`src/rtl/adc_sample_sequencer.sv`:
```
// Periodic MCP3202 conversion sequencer with a first-word-fall-through sample FIFO.
// Define ADC_SEQ_AVG4_EN to push one truncated average per four captures instead of every raw capture.
module adc_sample_sequencer #(
  parameter int SAMPLE_DIV = 1000,
  parameter int TIMEOUT    = 64,
  parameter int FIFO_DEPTH = 4
) (
  input  logic        clk,
  input  logic        reset,
  input  logic        enable,
  input  logic        clear_flags,
  input  logic        conv_busy,
  input  logic [11:0] conv_data,
  output logic        start_read,
  output logic [11:0] sample_data,
  output logic        sample_valid,
  input  logic        sample_ready,
  output logic        overflow,
  output logic        missed_tick,
  output logic        timeout_err
);

  localparam int DivW = $clog2(SAMPLE_DIV);
  localparam int ToW  = $clog2(TIMEOUT) + 1;
  localparam int PtrW = $clog2(FIFO_DEPTH);
  localparam int CntW = PtrW + 1;

  typedef enum logic [2:0] {IDLE, WAIT_TICK, REQUEST, WAIT_BUSY, WAIT_DONE, CAPTURE} state_e;

  state_e            state_q, state_d;
  logic [DivW-1:0]   div_cnt_q;
  logic              tick_q;
  logic [ToW-1:0]    to_cnt_q, to_cnt_d;
  logic              start_q, start_d;
  logic              capture, timeout_set, missed_set;
  logic              push, pop, push_ok, full, overflow_set;
  logic [11:0]       push_data;
  logic [11:0]       mem_q [FIFO_DEPTH];
  logic [PtrW-1:0]   wr_ptr_q, rd_ptr_q;
  logic [CntW-1:0]   count_q, count_d;
  logic              overflow_q, missed_q, timeout_q;

  // Tick is registered so the first request lands SAMPLE_DIV+1 cycles after enable.
  always_ff @(posedge clk or posedge reset) begin
    if (reset) begin
      div_cnt_q <= '0;
      tick_q    <= 1'b0;
    end else if (!enable) begin
      div_cnt_q <= '0;
      tick_q    <= 1'b0;
    end else begin
      tick_q    <= (div_cnt_q == DivW'(SAMPLE_DIV - 1));
      div_cnt_q <= (div_cnt_q == DivW'(SAMPLE_DIV - 1)) ? '0 : div_cnt_q + 1'b1;
    end
  end

  always_ff @(posedge clk or posedge reset) begin
    if (reset) begin
      state_q  <= IDLE;
      to_cnt_q <= '0;
      start_q  <= 1'b0;
    end else begin
      state_q  <= state_d;
      to_cnt_q <= to_cnt_d;
      start_q  <= start_d;
    end
  end

  // The REQUEST cycle counts as timeout cycle 0, so the error lands TIMEOUT cycles after start_read.
  always_comb begin
    state_d     = state_q;
    to_cnt_d    = to_cnt_q;
    capture     = 1'b0;
    timeout_set = 1'b0;
    case (state_q)
      IDLE:      if (enable) state_d = WAIT_TICK;
      WAIT_TICK: begin
        if (!enable)     state_d = IDLE;
        else if (tick_q) state_d = REQUEST;
      end
      REQUEST: begin
        state_d  = WAIT_BUSY;
        to_cnt_d = ToW'(1);
      end
      WAIT_BUSY: begin
        if (conv_busy) begin
          state_d = WAIT_DONE;
        end else if (to_cnt_q == ToW'(TIMEOUT - 1)) begin
          timeout_set = 1'b1;
          state_d     = WAIT_TICK;
        end else begin
          to_cnt_d = to_cnt_q + 1'b1;
        end
      end
      WAIT_DONE: if (!conv_busy) state_d = CAPTURE;
      CAPTURE: begin
        capture = 1'b1;
        state_d = enable ? WAIT_TICK : IDLE;
      end
      default:   state_d = IDLE;
    endcase
    start_d    = (state_d == REQUEST);
    missed_set = tick_q && (state_q != WAIT_TICK);
  end

`ifdef ADC_SEQ_AVG4_EN
  logic [13:0] acc_q, acc_d, sum;
  logic [1:0]  phase_q, phase_d;

  // Only the fourth capture of a group reaches the FIFO; timeouts never capture, so they leave the phase alone.
  always_comb begin
    sum       = acc_q + {2'b00, conv_data};
    acc_d     = acc_q;
    phase_d   = phase_q;
    push      = 1'b0;
    push_data = sum[13:2];
    if (state_q == IDLE) begin
      acc_d   = '0;
      phase_d = '0;
    end else if (capture) begin
      if (phase_q == 2'd3) begin
        push    = 1'b1;
        acc_d   = '0;
        phase_d = '0;
      end else begin
        acc_d   = sum;
        phase_d = phase_q + 2'd1;
      end
    end
  end

  always_ff @(posedge clk or posedge reset) begin
    if (reset) begin
      acc_q   <= '0;
      phase_q <= '0;
    end else begin
      acc_q   <= acc_d;
      phase_q <= phase_d;
    end
  end
`else
  assign push      = capture;
  assign push_data = conv_data;
`endif

  // A pop in the same cycle frees a slot, so a push into a full FIFO is still accepted then.
  assign full         = (count_q == CntW'(FIFO_DEPTH));
  assign pop          = sample_ready && (count_q != '0);
  assign push_ok      = push && (!full || pop);
  assign overflow_set = push && full && !pop;

  always_comb begin
    count_d = count_q;
    case ({push_ok, pop})
      2'b10:   count_d = count_q + 1'b1;
      2'b01:   count_d = count_q - 1'b1;
      default: count_d = count_q;
    endcase
  end

  always_ff @(posedge clk or posedge reset) begin
    if (reset) begin
      for (int i = 0; i < FIFO_DEPTH; i++) mem_q[i] <= '0;
      wr_ptr_q <= '0;
      rd_ptr_q <= '0;
      count_q  <= '0;
    end else begin
      if (push_ok) begin
        mem_q[wr_ptr_q] <= push_data;
        wr_ptr_q        <= wr_ptr_q + 1'b1;
      end
      if (pop) rd_ptr_q <= rd_ptr_q + 1'b1;
      count_q <= count_d;
    end
  end

  // Sticky flags: a set event in the same cycle as clear_flags wins.
  always_ff @(posedge clk or posedge reset) begin
    if (reset) begin
      overflow_q <= 1'b0;
      missed_q   <= 1'b0;
      timeout_q  <= 1'b0;
    end else begin
      overflow_q <= overflow_set | (overflow_q & ~clear_flags);
      missed_q   <= missed_set   | (missed_q   & ~clear_flags);
      timeout_q  <= timeout_set  | (timeout_q  & ~clear_flags);
    end
  end

  assign start_read   = start_q;
  assign sample_data  = mem_q[rd_ptr_q];
  assign sample_valid = (count_q != '0);
  assign overflow     = overflow_q;
  assign missed_tick  = missed_q;
  assign timeout_err  = timeout_q;

endmodule

```
`config.mk`:
```
export PLATFORM = sky130hd
export DESIGN_NAME = adc_sample_sequencer
export DESIGN_NICKNAME = d
export VERILOG_FILES = /design/src/rtl/adc_sample_sequencer.sv
export SDC_FILE = /design/constraint.sdc
export NUM_CORES = 1
export LEC_CHECK = 0
export CORE_UTILIZATION = 52
export DETAILED_ROUTE_END_ITERATION = 16
export MAX_ROUTING_LAYER = met4
export PLACE_DENSITY_LB_ADDON = 0.1
export SLEW_MARGIN = 20
export SYNTH_ARGS = -nofsm -noshare
export SYNTH_HDL_FRONTEND = slang
export SYNTH_SLANG_ARGS = --single-unit
```
`constraint.sdc`:
```
create_clock -name clk -period 2.9 [get_ports clk]
set_input_delay 0.725 -clock clk [delete_from_list [all_inputs] [get_ports clk]]
set_output_delay 0.725 -clock clk [all_outputs]
set_load 0.05 [all_outputs]
```
==> results of run 1 <==
==> logic make-up (layout without fill, tap and decap cells) <==
group,after synthesis,after routing
flip-flops,80,80
AND/OR/NAND/NOR,64,64
multiplexers,62,62
AO/OA/AOI/OAI,26,26
buffers and inverters,24,68
XOR/XNOR,13,13
adder cells (fa/ha/maj),7,7
==> layer usage <==
layer  track usage, %  routed length (um)  share of wire [%]
met1             24.6                2990                 45
met2             30.6                3240                 49
met3             4.66                 217                3.3
met4             6.74                 127                1.9
met5                -                   0                  0
==> sequential cells by signal, summed over array words and instances (netlist names) <==
name         count
mem_q           48
div_cnt_q       10
to_cnt_q         7
count_q          3
state_q          3
rd_ptr_q         2
wr_ptr_q         2
missed_tick      1
overflow         1
start_read       1
tick_q           1
timeout_err      1
==> cells in the final DEF (no fill, tap or decap), drive strengths merged, types with 2 or more instances in the layout <==
cell | Yosys | routed
a21oi | 4 | 4
a31oi | 5 | 5
and3 | 2 | 2
buf | 8 | 15
bufinv | 0 | 2
clkbuf | 0 | 12
clkdlybuf4s50 | 0 | 22
dfrtp | 80 | 80
ha | 6 | 6
inv | 16 | 16
mux2 | 48 | 48
mux2i | 2 | 2
mux4 | 12 | 12
nand2 | 15 | 15
nand2b | 2 | 2
nand3 | 6 | 6
nand4 | 5 | 5
nor2 | 15 | 15
nor3 | 4 | 4
nor4 | 2 | 2
o211ai | 2 | 2
o21ai | 7 | 7
o22ai | 3 | 3
or3 | 4 | 4
xnor2 | 9 | 9
xor2 | 4 | 4
==> power groups by stage <==
stage	clock network [mW]	registers (mW)	logic, mW
floorplan	0	1.27	0.480
global placement	0	1.32	0.590
detailed placement	0	1.32	0.597
CTS	0.932	1.30	0.599
global route	0.969	1.31	0.640
finish	0.897	1.30	0.587
==> per-stage QoR <==
stage	util (%)	total power, mW	hold slack [ns]	worst slack [ns]
6_report	62.3	2.78	0.454	0.312
5_1_grt	62.3	2.92	0.477	0.234
4_1_cts	62.3	2.83	0.459	0.295
3_5_place_dp	59.2	1.92	0.449	0.351
3_3_place_gp	59.2	1.91	0.441	0.415
2_1_floorplan	-	1.75	0.425	0.123
==> layout make-up <==
| cell class | instances | area [sq um] | area share, % |
|---|---|---|---|
| well taps | 99 | 124 | 2.74 |
| repair buffers | 37 | 345 | 7.65 |
| multi-input cells | 172 | 1760 | 39.1 |
| clock inverters | 3 | 65.1 | 1.44 |
| clock buffers | 12 | 155 | 3.44 |
| flip-flops and latches | 80 | 2000 | 44.3 |
| inverters | 16 | 60.1 | 1.33 |
==> worst paths after layout <==
| path | startpoint | slack (ns) | endpoint |
|---|---|---|---|
| min in group asynchronous | reset | 0.78 | mem_q[5] |
| setup / recovery | count_q[0] | 0.31 | sample_valid |
| max in group asynchronous | reset | 1.77 | mem_q[34] |
| hold reg to reg | div_cnt_q[0] | 0.45 | div_cnt_q[0] |
| setup reg to reg | state_q[1] | 1.08 | count_q[2] |
| hold / removal | div_cnt_q[0] | 0.45 | div_cnt_q[0] |
==> impl_results.md, run 1 <==
- Slew Limit Fails: 0
- Die width: 88.5 um
- Post-route cell area: 4520 sq um
- Die Ht: 88.5 um
- Vias in the first global route: 2205
- Area contributors post-synth: dfrtp_1 (51%), mux2_4 (15%), mux4_2 (6.9%)
- Slew @ Worst Pin: 0.646 ns
- Simple-gate area share of the yosys netlist: 10.6%
- Mapped Area: 3890 sq um
- Cells along the critical path: or3_1 > clkdlybuf4s50_1
- Core Area: 7250 sq um
- TritonCTS clock tree: built
- Placed Area: 4300 sq um
- Combinational group share of total power: 21.1%
- Clock slew at reported path FFs: 0.07 ns
- PortBufs: 34
- Number of max-cap violations: 0
- RSZ-0062 raised after global routing: false
- Clock Tree Buf Depth: 2
- Pre-Repair DR Iteration Count: 4
- Tot GR Track Use: 19.4%
- #FFs+latches synth: 80
- Sequential share of the synthesized area: 51.5%
- GR Overflow Total: 0
- Worst min path class: register to register
- Syn avg cell area: 14.1 sq um
- DR iter-0 viols: 114
- Clock skew: 0.00622 ns
- Final setup viols: 0
- First-pass GRT wire length: 10.9 mm
- XOR/XNOR share of the synthesized area: 2.93%
- Hold-fix buffers, CTS: 0
- Slowest cell on crit path: clkdlybuf4s50_1
- Top post-synthesis cells by count: dfrtp_1 (80), mux2_4 (40), inv_1 (16), nor2_1 (14), mux4_2 (12)
- Flop pwr share: 46.7%
- Asr flop ratio synth: 100%
- Core Rows: 31
- Fillers: 569
- Post-synthesis compound-gate area fraction: 4.21%
- Endpoints failing hold: 0
- Post-synthesis adder-cell area fraction: 2.44%
- Worst setup SP type: register
- Worst r2r path cells: 6
- Yosys top cell by area: dfrtp_1
- Top cell type's share of synthesized area: 51.5%
- CP Depth: 2
- Min Clock Period, post-route: 2.59 ns
- Cells after DPL: 404
- Post-Layout Cell Count: 419
- Detail Route Antenna Nets: 0
- Layout cells sized above 1: 30.6%
- Die footprint: 7830 sq um
- Final HPWL DP: 4.38 mm
- Routed wire length: 6.58 mm
- Status: complete, no violations
- Worst Setup End Kind: primary output
- P per Cell Area: 616 nW/um^2
- Vias per cell: 5.37
- Ant. Diodes: 0
- Worst rel slew slack: 57.0%
- Worst-Skew Late Latency: 0.34 ns
- Leak pwr: 2.23 nW
- YS warnings: 0
- Hold depth: 1
- Root Driver: clkbuf_8
- Resize count post-CTS: 0
- Clock share of power: 32.2%
- Post-CTS setup buffer count: 0
- Sw Ratio: 28.2%
- Largest net degree at the start of global routing: 81
- H-tree levels: 3
- Initial antenna violation count: 0
- GP Congestion: 0.785
- Layout Nets: 341
- CTS Sinks: 80
- Kind of critical path: register to primary output
- Largest family of logic cells by synthesized area: multiplexers
- P&R area growth vs syn: 16.1%
- Post-synth cell types: 43
- Synthesized instance count: 276
- Largest stage delay, worst path: 0.70 ns
- Final period util: 89.2%
- EDFF count, synth: 0
- DRC violations left: 0
- FMAX: 386 MHz
- Starting Density: 53.6%
- Worst path buffer plus inverter count: 1
- Worst IR Drop VDD: 0.000341 V
- Clock buffer count from CTS: 9
- CP Max Fanout: 6
- Vias after detailed routing: 2251
- Post-synthesis net count: 301
- Req. time, crit path: 2.17 ns
- Setup TNS: 0 ns
- Mux cell area share after synthesis: 25.2%
- WL per Instance: 15.7 um
- Most common cell in the netlist: dfrtp_1
- # IOs: 35
- WP data arrival: 1.86 ns
- CP top delay family: buffers and inverters
- Switching power: 0.785 mW
- Top FF cell, synth: dfrtp_1
- Internal power: 2.00 mW
Note: power is estimated with default switching activity, not from simulation.
==> run 2, diff against run 1 <==
Settings changed: RECOVER_POWER set to 50.
==> run 2 against run 1 <==
Net effect: the flow now finishes with violations (capacitance limit, slew limit); clock skew is the same; critical endpoint unchanged; routed wire length is essentially flat; total power shrank 0.14%; clock power is essentially flat; non-clock buffer count is the same; first-iteration DRC count is the same; highest routed layer unchanged; worst hold slack is the same; die area is the same.
==> impl_results.md, run 2 (synthesized netlist as in run 1, its figures left out) <==
- Worst IR Drop VDD: 0.000341 V (about the same)
- M3 GR Usage: 4.66% (unchanged)
- Worst Setup End Kind: primary output
- Worst Hold Endpoint: div_cnt_q[0]
- WP data arrival: 1.86 ns (about the same)
- Post-CTS setup buffer count: 0 (unchanged)
- Tot GR Track Use: 19.4% (unchanged)
- Gr busiest metal: met2
- FMAX: 386 MHz (unchanged)
- Largest net degree at the start of global routing: 81 (unchanged)
- Leak pwr: 2.22 nW (-0.33%)
- Violated checks: capacitance limit, slew limit
- Hold depth: 1 (unchanged)
- Max FFs per register: 48 (unchanged)
- Setup TNS: 0 ns (unchanged)
- Cells along the critical path: or3_1 > clkdlybuf4s50_1
- Starting Density: 53.6% (unchanged)
- Clock buffer count from CTS: 9 (unchanged)
- GR Overflow Total: 0 (unchanged)
- Req. time, crit path: 2.17 ns (about the same)
- Core Rows: 31 (unchanged)
- Vias in the first global route: 2205 (unchanged)
- # IOs: 35 (unchanged)
- Die width: 88.5 um (unchanged)
- Min Clock Period, post-route: 2.59 ns (unchanged)
- Endpoints failing hold: 0 (unchanged)
- Layout Nets: 341 (unchanged)
- Final HPWL DP: 4.38 mm (unchanged)
- Die Ht: 88.5 um (unchanged)
- Clock skew: 0.00622 ns (unchanged)
- Commonest non-fill, non-tap cells in the layout: dfrtp_1 (80), mux2_4 (40), clkdlybuf4s50_1 (19)
- Worst-Skew Late Latency: 0.34 ns (about the same)
- Slowest cell on crit path: clkdlybuf4s50_1
- Reg2reg start: state_q[1]
- Initial antenna violation count: 0 (unchanged)
- Top Registers: mem_q (48), div_cnt_q (10), to_cnt_q (7)
- CP Max Fanout: 6 (unchanged)
- TritonCTS clock tree: built
- Ant. Diodes: 0 (unchanged)
- First-pass GRT wire length: 10.9 mm (unchanged)
- Pre-Repair DR Iteration Count: 4 (unchanged)
- Die footprint: 7830 sq um (unchanged)
- Worst min path class: register to register
- RSZ-0062 raised after global routing: false
- Status: complete, but fails checks
- Layout cells sized above 1: 30.3% (-0.31 points)
- P per Cell Area: 618 nW/um^2 (+0.20%)
- Min-delay src: div_cnt_q[0]
- Worst Setup Slack, final: 0.312 ns (unchanged)
- Worst setup SP type: register
- Pre-CTS WS: 0.351 ns (unchanged)
- Resize count post-CTS: 0 (unchanged)
- Clock slew at reported path FFs: 0.07 ns (about the same)
- Routed wire length: 6.58 mm (about the same)
- Worst R2R Setup Slack: 1.08 ns (about the same)
- CP top delay family: buffers and inverters
- H-tree levels: 3 (unchanged)
- Worst r2r path cells: 6 (unchanged)
- Vias after detailed routing: 2251 (unchanged)
- PortBufs: 34 (unchanged)
- Vias per cell: 5.37 (unchanged)
- GP Congestion: 0.785 (unchanged)
- Final period util: 89.2% (unchanged)
- CTS Sinks: 80 (unchanged)
- Met1 Usage GRT: 24.6% (unchanged)
- Largest Register: mem_q
- Detail Route Antenna Nets: 0 (unchanged)
- Slew Limit Fails: 81 (+81)
- Post-route cell area: 4500 sq um (-0.33%)
- P&R area growth vs syn: 15.7%
- Worst path buffer plus inverter count: 1 (unchanged)
- Clock Tree Buf Depth: 2 (unchanged)
- Commonest non-fill, non-tap cell in the layout: dfrtp_1
- DR iter-0 viols: 114 (unchanged)
- Kind of critical path: register to primary output
- Slew @ Worst Pin: 1.72 ns (+1.07 ns)
- Largest stage delay, worst path: 0.70 ns (about the same)
- GR Layer Usage met2: 30.6% (unchanged)
- Number of max-cap violations: 1 (+1)
- Hold-fix buffers, CTS: 0 (unchanged)
- Worst R2R End: count_q[2]
- Worst rel slew slack: -14.5% (-72 points)
- Final setup viols: 0 (unchanged)
- Core Area: 7250 sq um (unchanged)
- WL per Instance: 15.7 um (about the same)
- DRC violations left: 0 (unchanged)
- Root Driver: clkbuf_8
- Placed Area: 4300 sq um (unchanged)
## run 2: worst max-delay path by stage
stage	start	endpoint	slack, ns	cells after the start
3_3_place_gp	sample_ready	count_q[2]	0.42	7
5_1_grt	reset	tick_q	0.14	3
4_1_cts	count_q[0]	sample_valid	0.30	2
2_1_floorplan	reset	count_q[0]	0.12	1
3_5_place_dp	sample_ready	count_q[2]	0.35	7
6_report	count_q[0]	sample_valid	0.31	2
## run 2: report_power, final
part | internal, mW | leakage, nW | switching (mW)
sequential | 1.19 | 1.07 | 0.109
clock | 0.526 | 0.112 | 0.371
combinational | 0.279 | 1.04 | 0.304
## run 2: layer usage
metal | wire, um | share of wire, %
met4 | 127 | 1.9
met1 | 2990 | 45
met3 | 217 | 3.3
met5 | 0 | 0
met2 | 3240 | 49
## run 2: per-stage QoR
stage / utilization, % / std cells / total power, mW / hold slack (ns)
2_1_floorplan: - / 276 / 1.75 / 0.425
3_3_place_gp: 59.2 / 404 / 1.91 / 0.441
3_5_place_dp: 59.2 / 404 / 1.92 / 0.449
4_1_cts: 62.3 / 419 / 2.83 / 0.459
5_1_grt: 62.0 / 419 / 2.92 / 0.477
6_report: 62.0 / 419 / 2.78 / 0.454
## run 2: layout make-up
| type | count | area (sq um) |
|---|---|---|
| multi-input combinational | 172 | 1760 |
| inverter | 16 | 60.1 |
| tap | 99 | 124 |
| clock inverter | 3 | 65.1 |
| sequential | 80 | 2000 |
| timing repair buffer | 37 | 330 |
| fill | 571 | 2750 |
| clock buffer | 12 | 155 |
==> run 3, diff against run 2 <==
Settings changed: CORE_MARGIN set to 2, TNS_END_PERCENT set to 50.
==> run 3 against run 2 <==
Net effect: routed wire length grew 0.73%; global-route usage decreased by 1.2 points; non-clock buffer count rose by 1; critical path depth unchanged; worst setup slack lost 0.011 ns; register-to-register slack about the same; die area up 4.6%; design area fell by 0.36%; final cell count up 0.48%; first-iteration DRC count is 13% lower; clock-buffer cell count down 2; the run now ends clean.
==> impl_results.md, run 3 (synthesized netlist as in run 1, its figures left out) <==
- Status: complete, no violations
- Starting Density: 53.6% (unchanged)
- Tot GR Track Use: 18.2% (-1.2 points)
- FMAX: 385 MHz (-0.43%)
- TritonCTS clock tree: built
- Root Driver: clkbuf_8
- Slowest cell on crit path: clkdlybuf4s50_1
- Max FFs per register: 48 (unchanged)
- Core Area: 7250 sq um (unchanged)
- Top Registers: mem_q (48), div_cnt_q (10), to_cnt_q (7)
- RSZ-0062 raised after global routing: false
- Clock Tree Buf Depth: 2 (unchanged)
- Die footprint: 8190 sq um (+4.6%)
- DRC violations left: 0 (unchanged)
- # IOs: 35 (unchanged)
- Hold depth: 1 (unchanged)
- P per Cell Area: 599 nW/um^2 (-3.0%)
- Min-delay src: div_cnt_q[0]
- Initial antenna violation count: 0 (unchanged)
- Endpoints failing hold: 0 (unchanged)
- Worst Setup Slack, final: 0.301 ns (-0.0112 ns)
- Req. time, crit path: 2.17 ns (about the same)
- Post-route cell area: 4480 sq um (-0.36%)
- Clock share of power: 29.1% (-3.2 points)
- Resize count post-CTS: 0 (unchanged)
- H-tree levels: 3 (unchanged)
- Combinational group share of total power: 21.6% (+0.6 points)
- CP Max Fanout: 6 (unchanged)
- Pre-CTS WS: 0.371 ns (+0.0198 ns)
- Internal power: 1.88 mW (-5.9%)
- Worst IR Drop VDD: 0.000410 V (+20%)
- Clock buffer count from CTS: 9 (unchanged)
- Commonest non-fill, non-tap cells in the layout: dfrtp_1 (80), mux2_4 (40), clkdlybuf4s50_1 (17)
- Slew @ Worst Pin: 1.25 ns (-0.464 ns)
- PortBufs: 34 (unchanged)
- Worst rel slew slack: 16.4% (+31 points)
- Vias after detailed routing: 2263 (+0.53%)
- Worst Hold Margin: 0.451 ns (-0.00331 ns)
- Largest Register: mem_q
- Worst-Skew Late Latency: 0.34 ns (about the same)
- Post-CTS setup buffer count: 0 (unchanged)
- Pre-Repair DR Iteration Count: 4 (unchanged)
- Worst setup SP type: register
- Kind of critical path: register to primary output
- Worst r2r path cells: 6 (unchanged)
- Largest stage delay, worst path: 0.71 ns (about the same)
- Sw Ratio: 30.1% (+1.8 points)
- Die width: 90.5 um (+2.3%)
- Commonest non-fill, non-tap cell in the layout: dfrtp_1
- Final period util: 89.6% (+0.39 points)
- DR iter-0 viols: 99 (-13%)
- Reg area: 2000 sq um (unchanged)
- Total Power: 2.69 mW (-3.4%)
- GP Congestion: 0.812 (+3.4%)
- WP data arrival: 1.87 ns (about the same)
- Final setup viols: 0 (unchanged)
- Largest net degree at the start of global routing: 53 (-35%)
- Detail Route Antenna Nets: 0 (unchanged)
- Routed wire length: 6.63 mm (+0.73%)
- Slew Limit Fails: 0 (-100%)
- First-pass GRT wire length: 11.5 mm (+6.0%)
- Worst Hold Endpoint: div_cnt_q[0]
- Core Rows: 31 (unchanged)
- Worst R2R Setup Slack: 1.07 ns (about the same)
- Leak pwr: 2.21 nW (-0.46%)
- WL per Instance: 15.7 um (+0.25%)
- Layout cells sized above 1: 30.4% (+0.12 points)
- Area of the multi-input gates: 1760 sq um (unchanged)
- P&R area growth vs syn: 15.3%
- Switching power: 0.807 mW (+2.9%)
- Clock slew at reported path FFs: 0.08 ns (about the same)
- Worst min path class: register to register
- Setup TNS: 0 ns (unchanged)
- Fillers: 571 (unchanged)
- Vias per cell: 5.38 (about the same)
- Ant. Diodes: 0 (unchanged)
- Reg2reg start: state_q[1]
- Clock skew: 0.00859 ns (+0.00237 ns)
- Flop pwr share: 49.3% (+2.5 points)
- GR Overflow Total: 0 (unchanged)
- Cells along the critical path: or3_1 > clkdlybuf4s50_1
- Hold-fix buffers, CTS: 0 (unchanged)
- Layout Nets: 342 (+0.29%)
- Worst R2R End: count_q[2]
- Min Clock Period, post-route: 2.60 ns (+0.0112 ns)
- Vias in the first global route: 2365 (+7.3%)
- Worst Setup End Kind: primary output
- CTS Sinks: 80 (unchanged)
- Final HPWL DP: 4.44 mm (+1.4%)
- Placed Area: 4320 sq um (+0.47%)
- Die Ht: 90.5 um (+2.3%)
- Critical path origin: count_q[0]
- Number of max-cap violations: 0 (-1)
[run 3: changes by cell type in the layout (fill, tap and decap cells not counted), moves of 2 or more]
cell / before / now
dlygate4sd3_1: 3 / 5
clkbuf_8: 11 / 9
clkinv_2: 1 / 3
clkinvlp_4: 0 / 2
clkdlybuf4s50_1: 19 / 17
[run 3: worst max-delay path by stage]
stage	cells after the start	endpoint	slack, ns
finish	2	sample_valid	0.30
global route	3	rd_ptr_q[0]	0.21
CTS	2	sample_valid	0.28
detailed placement	7	count_q[2]	0.37
global placement	7	count_q[2]	0.41
floorplan	1	count_q[0]	0.12
[run 3: stage by stage]
| stage | util [%] | std cells |
|---|---|---|
| 6_report | 61.8 | 421 |
| 3_5_place_dp | 59.5 | 405 |
| 3_3_place_gp | 59.5 | 405 |
| 4_1_cts | 62.1 | 421 |
| 5_1_grt | 61.8 | 421 |
| 2_1_floorplan | - | 276 |
[run 3: final cells by class]
type	count	share of cell area, %
flip-flops and latches	80	44.6
well taps	99	2.76
clock buffers	10	2.85
clock inverters	6	1.34
inverters	16	1.34
multi-input cells	172	39.3
repair buffers	38	7.73
[run 3: power by group through the flow]
stage	combinational [mW]	clock [mW]	sequential [mW]
2_1_floorplan	0.480	0	1.27
3_3_place_gp	0.588	0	1.34
3_5_place_dp	0.596	0	1.35
4_1_cts	0.599	0.807	1.32
5_1_grt	0.622	0.857	1.34
6_report	0.581	0.782	1.32
[run 3: layer usage]
layer	vias up	wire length, um	global-route usage, %
met1	1135	3180	24.7
met5	-	0	-
met2	38	3160	27.5
met3	8	211	4.42
li1	1082	-	-
met4	0	82	5.64
[run 3: worst max-delay path, delay by kind of cell, from the launching register on]
kind / cells / cell delay, ns
and+or+nand+nor: 1 / 0.37
DFF: 1 / 0.46
buffers and inverters: 1 / 0.71
==> RTL change (config.mk and constraints of run 2) <==
Set the parameter `TIMEOUT` to 32 (it was 64).
--- a/src/rtl/adc_sample_sequencer.sv
+++ b/src/rtl/adc_sample_sequencer.sv
@@ -4,3 +4,3 @@
   parameter int SAMPLE_DIV = 1000,
-  parameter int TIMEOUT    = 64,
+  parameter int TIMEOUT    = 32,
   parameter int FIFO_DEPTH = 4
Check against the original RTL: no difference found for any inputs over 10 cycles, from zero or initial values and one cycle with reset high; that may be too few to reach the edited logic, so the function may still have changed.
==> RTL change against run 2 <==
- routed wire length increased by 4.3%
- clock power decreased by 11%
- power increased by 2.5%
- synthesized area increased by 1.0%
- cell area decreased by 0.64%
- via count increased by 1.6%
- non-clock buffer count increased by 4
- worst setup slack improved by 0.021 ns
- die area increased by 1.0%
- sequential cell count decreased by 1
- highest routed layer unchanged
==> RTL change: results (changes against run 2) <==
Finish
  • Largest regs: mem_q: 48 flops, div_cnt_q: 10 flops, to_cnt_q: 6 flops
  • Final #Nets: 347 (+1.8%)
  • Share of post-route cells with drive strength above 1: 28.2% (-2.1 points)
  • Fillers: 611 (+7.0%)

Status
  • Status: completed

Synth
  • XOR/XNOR Fraction of Synth Area: 2.23% (-0.70 points)
  • Post-synth top area cell: dfrtp_1
  • Compound-Gate Fraction of Synth Area: 4.68% (+0.47 points)
  • Post-synthesis mux area share: 24.7% (-0.51 points)
  • Leading cell types by count after synthesis: dfrtp_1 (79), mux2_4 (40), nand2_1 (15), inv_1 (14), mux4_2 (12)
  • Area contributors post-synth: dfrtp_1 (50%), mux2_4 (15%), mux4_2 (6.9%)
  • Seq/Total Area, Yosys: 50.3% (-1.2 points)
  • Synthesized net count: 306 (+1.7%)
  • Adder-cell area share of the yosys netlist: 2.74% (+0.29 points)

Worst setup path
  • Crit path DAT: 1.84 ns (-0.02 ns)
  • CP max FO: 4 (-2)

STA
  • Worst slew pin tran: 0.922 ns (-0.796 ns)
  • Fin Clk Skew: 0.00916 ns (+0.00294 ns)

Place
  • Post-DP Area: 0.00430 mm^2 (+0.17%)
  • DP HPWL: 4.61 mm (+5.4%)

Global route
  • First-pass GRT wire length: 11.5 mm (+5.4%)
  • Largest net degree at the start of global routing: 36 (-56%)

Power
  • VDD IR-drop max: 0.432 mV (+27%)
  • LEAKAGE: 2.15 nW (-3.3%)

Drt
  • Vias: 2,288 (+1.6%)

Clock tree
  • Reg clk slew, reported paths: 0.08 ns
RTL change: cell types whose count changed in the layout (fill, tap and decap cells not counted), sizes merged, moves of 2 or more:
cell,delta
nor2,-6
a21oi,+5
xnor2,-5
clkbuf,+4
nand2,+4
nand3,+3
nor2b,+3
a31oi,-2
and3,+2
nor4,-2
or2,+2
or3,-2
or4,+2
xor2,+2
RTL change: report_power, final:
group / switching [mW] / internal [mW] / total (mW) / leakage (nW)
Combinational: 0.404 / 0.343 / 0.747 / 0.999
Sequential: 0.111 / 1.20 / 1.31 / 1.06
Clock: 0.374 / 0.421 / 0.795 / 0.0936
Total: 0.888 / 1.96 / 2.85 / 2.15
RTL change: through the flow:
stage               worst slack [ns]  instances  power, mW
global route                   0.255        425       2.99
global placement              0.0597        409       2.07
CTS                            0.322        425       2.89
detailed placement           -0.0107        409       2.09
finish                         0.334        425       2.85
floorplan                      0.152        280       1.88
RTL change: worst register-to-register path, stage by stage, from the launching register on:
cell and delay [ns]:
dfrtp_1 0.42, or4b_4 0.53, nor2b_4 0.14, inv_1 0.05
ha_1 0.15, inv_1 0.06, fa_1 0.38, xor2_1 0.15
nor2_1 0.11, xor2_1 0.15
RTL change: final timing paths:
| path | startpoint | endpoint | slack (ns) | depth (start not counted) |
|---|---|---|---|---|
| worst max-delay path | count_q[0]$_DFFE_PP0P_ | sample_valid | 0.33 | 2 |
| worst min-delay path | div_cnt_q[0]$_DFF_PP0_ | div_cnt_q[0]$_DFF_PP0_ | 0.47 | 1 |
| worst max register to register | count_q[0]$_DFFE_PP0P_ | count_q[2]$_DFFE_PP0P_ | 0.69 | 9 |
| worst min register to register | div_cnt_q[0]$_DFF_PP0_ | div_cnt_q[0]$_DFF_PP0_ | 0.47 | 1 |
| max in group asynchronous | reset | wr_ptr_q[0]$_DFFE_PP0P_ | 0.75 | 3 |
| min in group asynchronous | reset | mem_q[41]$_DFFE_PP0P_ | 0.90 | 2 |
RTL change: logic make-up after synthesis:
logic type | after synthesis
XOR/XNOR | 10
AO/OA/AOI/OAI | 30
adder cells (fa/ha/maj) | 8
multiplexers | 61
AND/OR/NAND/NOR | 67
flip-flops | 79
buffers and inverters | 25
RTL change: cell type report:
class	instances	area (um^2)	share of cell area, %
multi-input cells	176	1770	39.7
clock buffers	13	149	3.33
well taps	99	124	2.77
flip-flops and latches	79	1980	44.2
inverters	14	52.6	1.18
repair buffers	41	353	7.89
clock inverters	3	42.5	0.951
RTL change: layer usage:
| layer | share of wire, % | global-route usage, % |
|---|---|---|
| met1 | 49 | 27.1 |
| met2 | 47 | 31.6 |
| met3 | 2.8 | 4.16 |
| met4 | 1.3 | 6.93 |
| met5 | 0 | - |
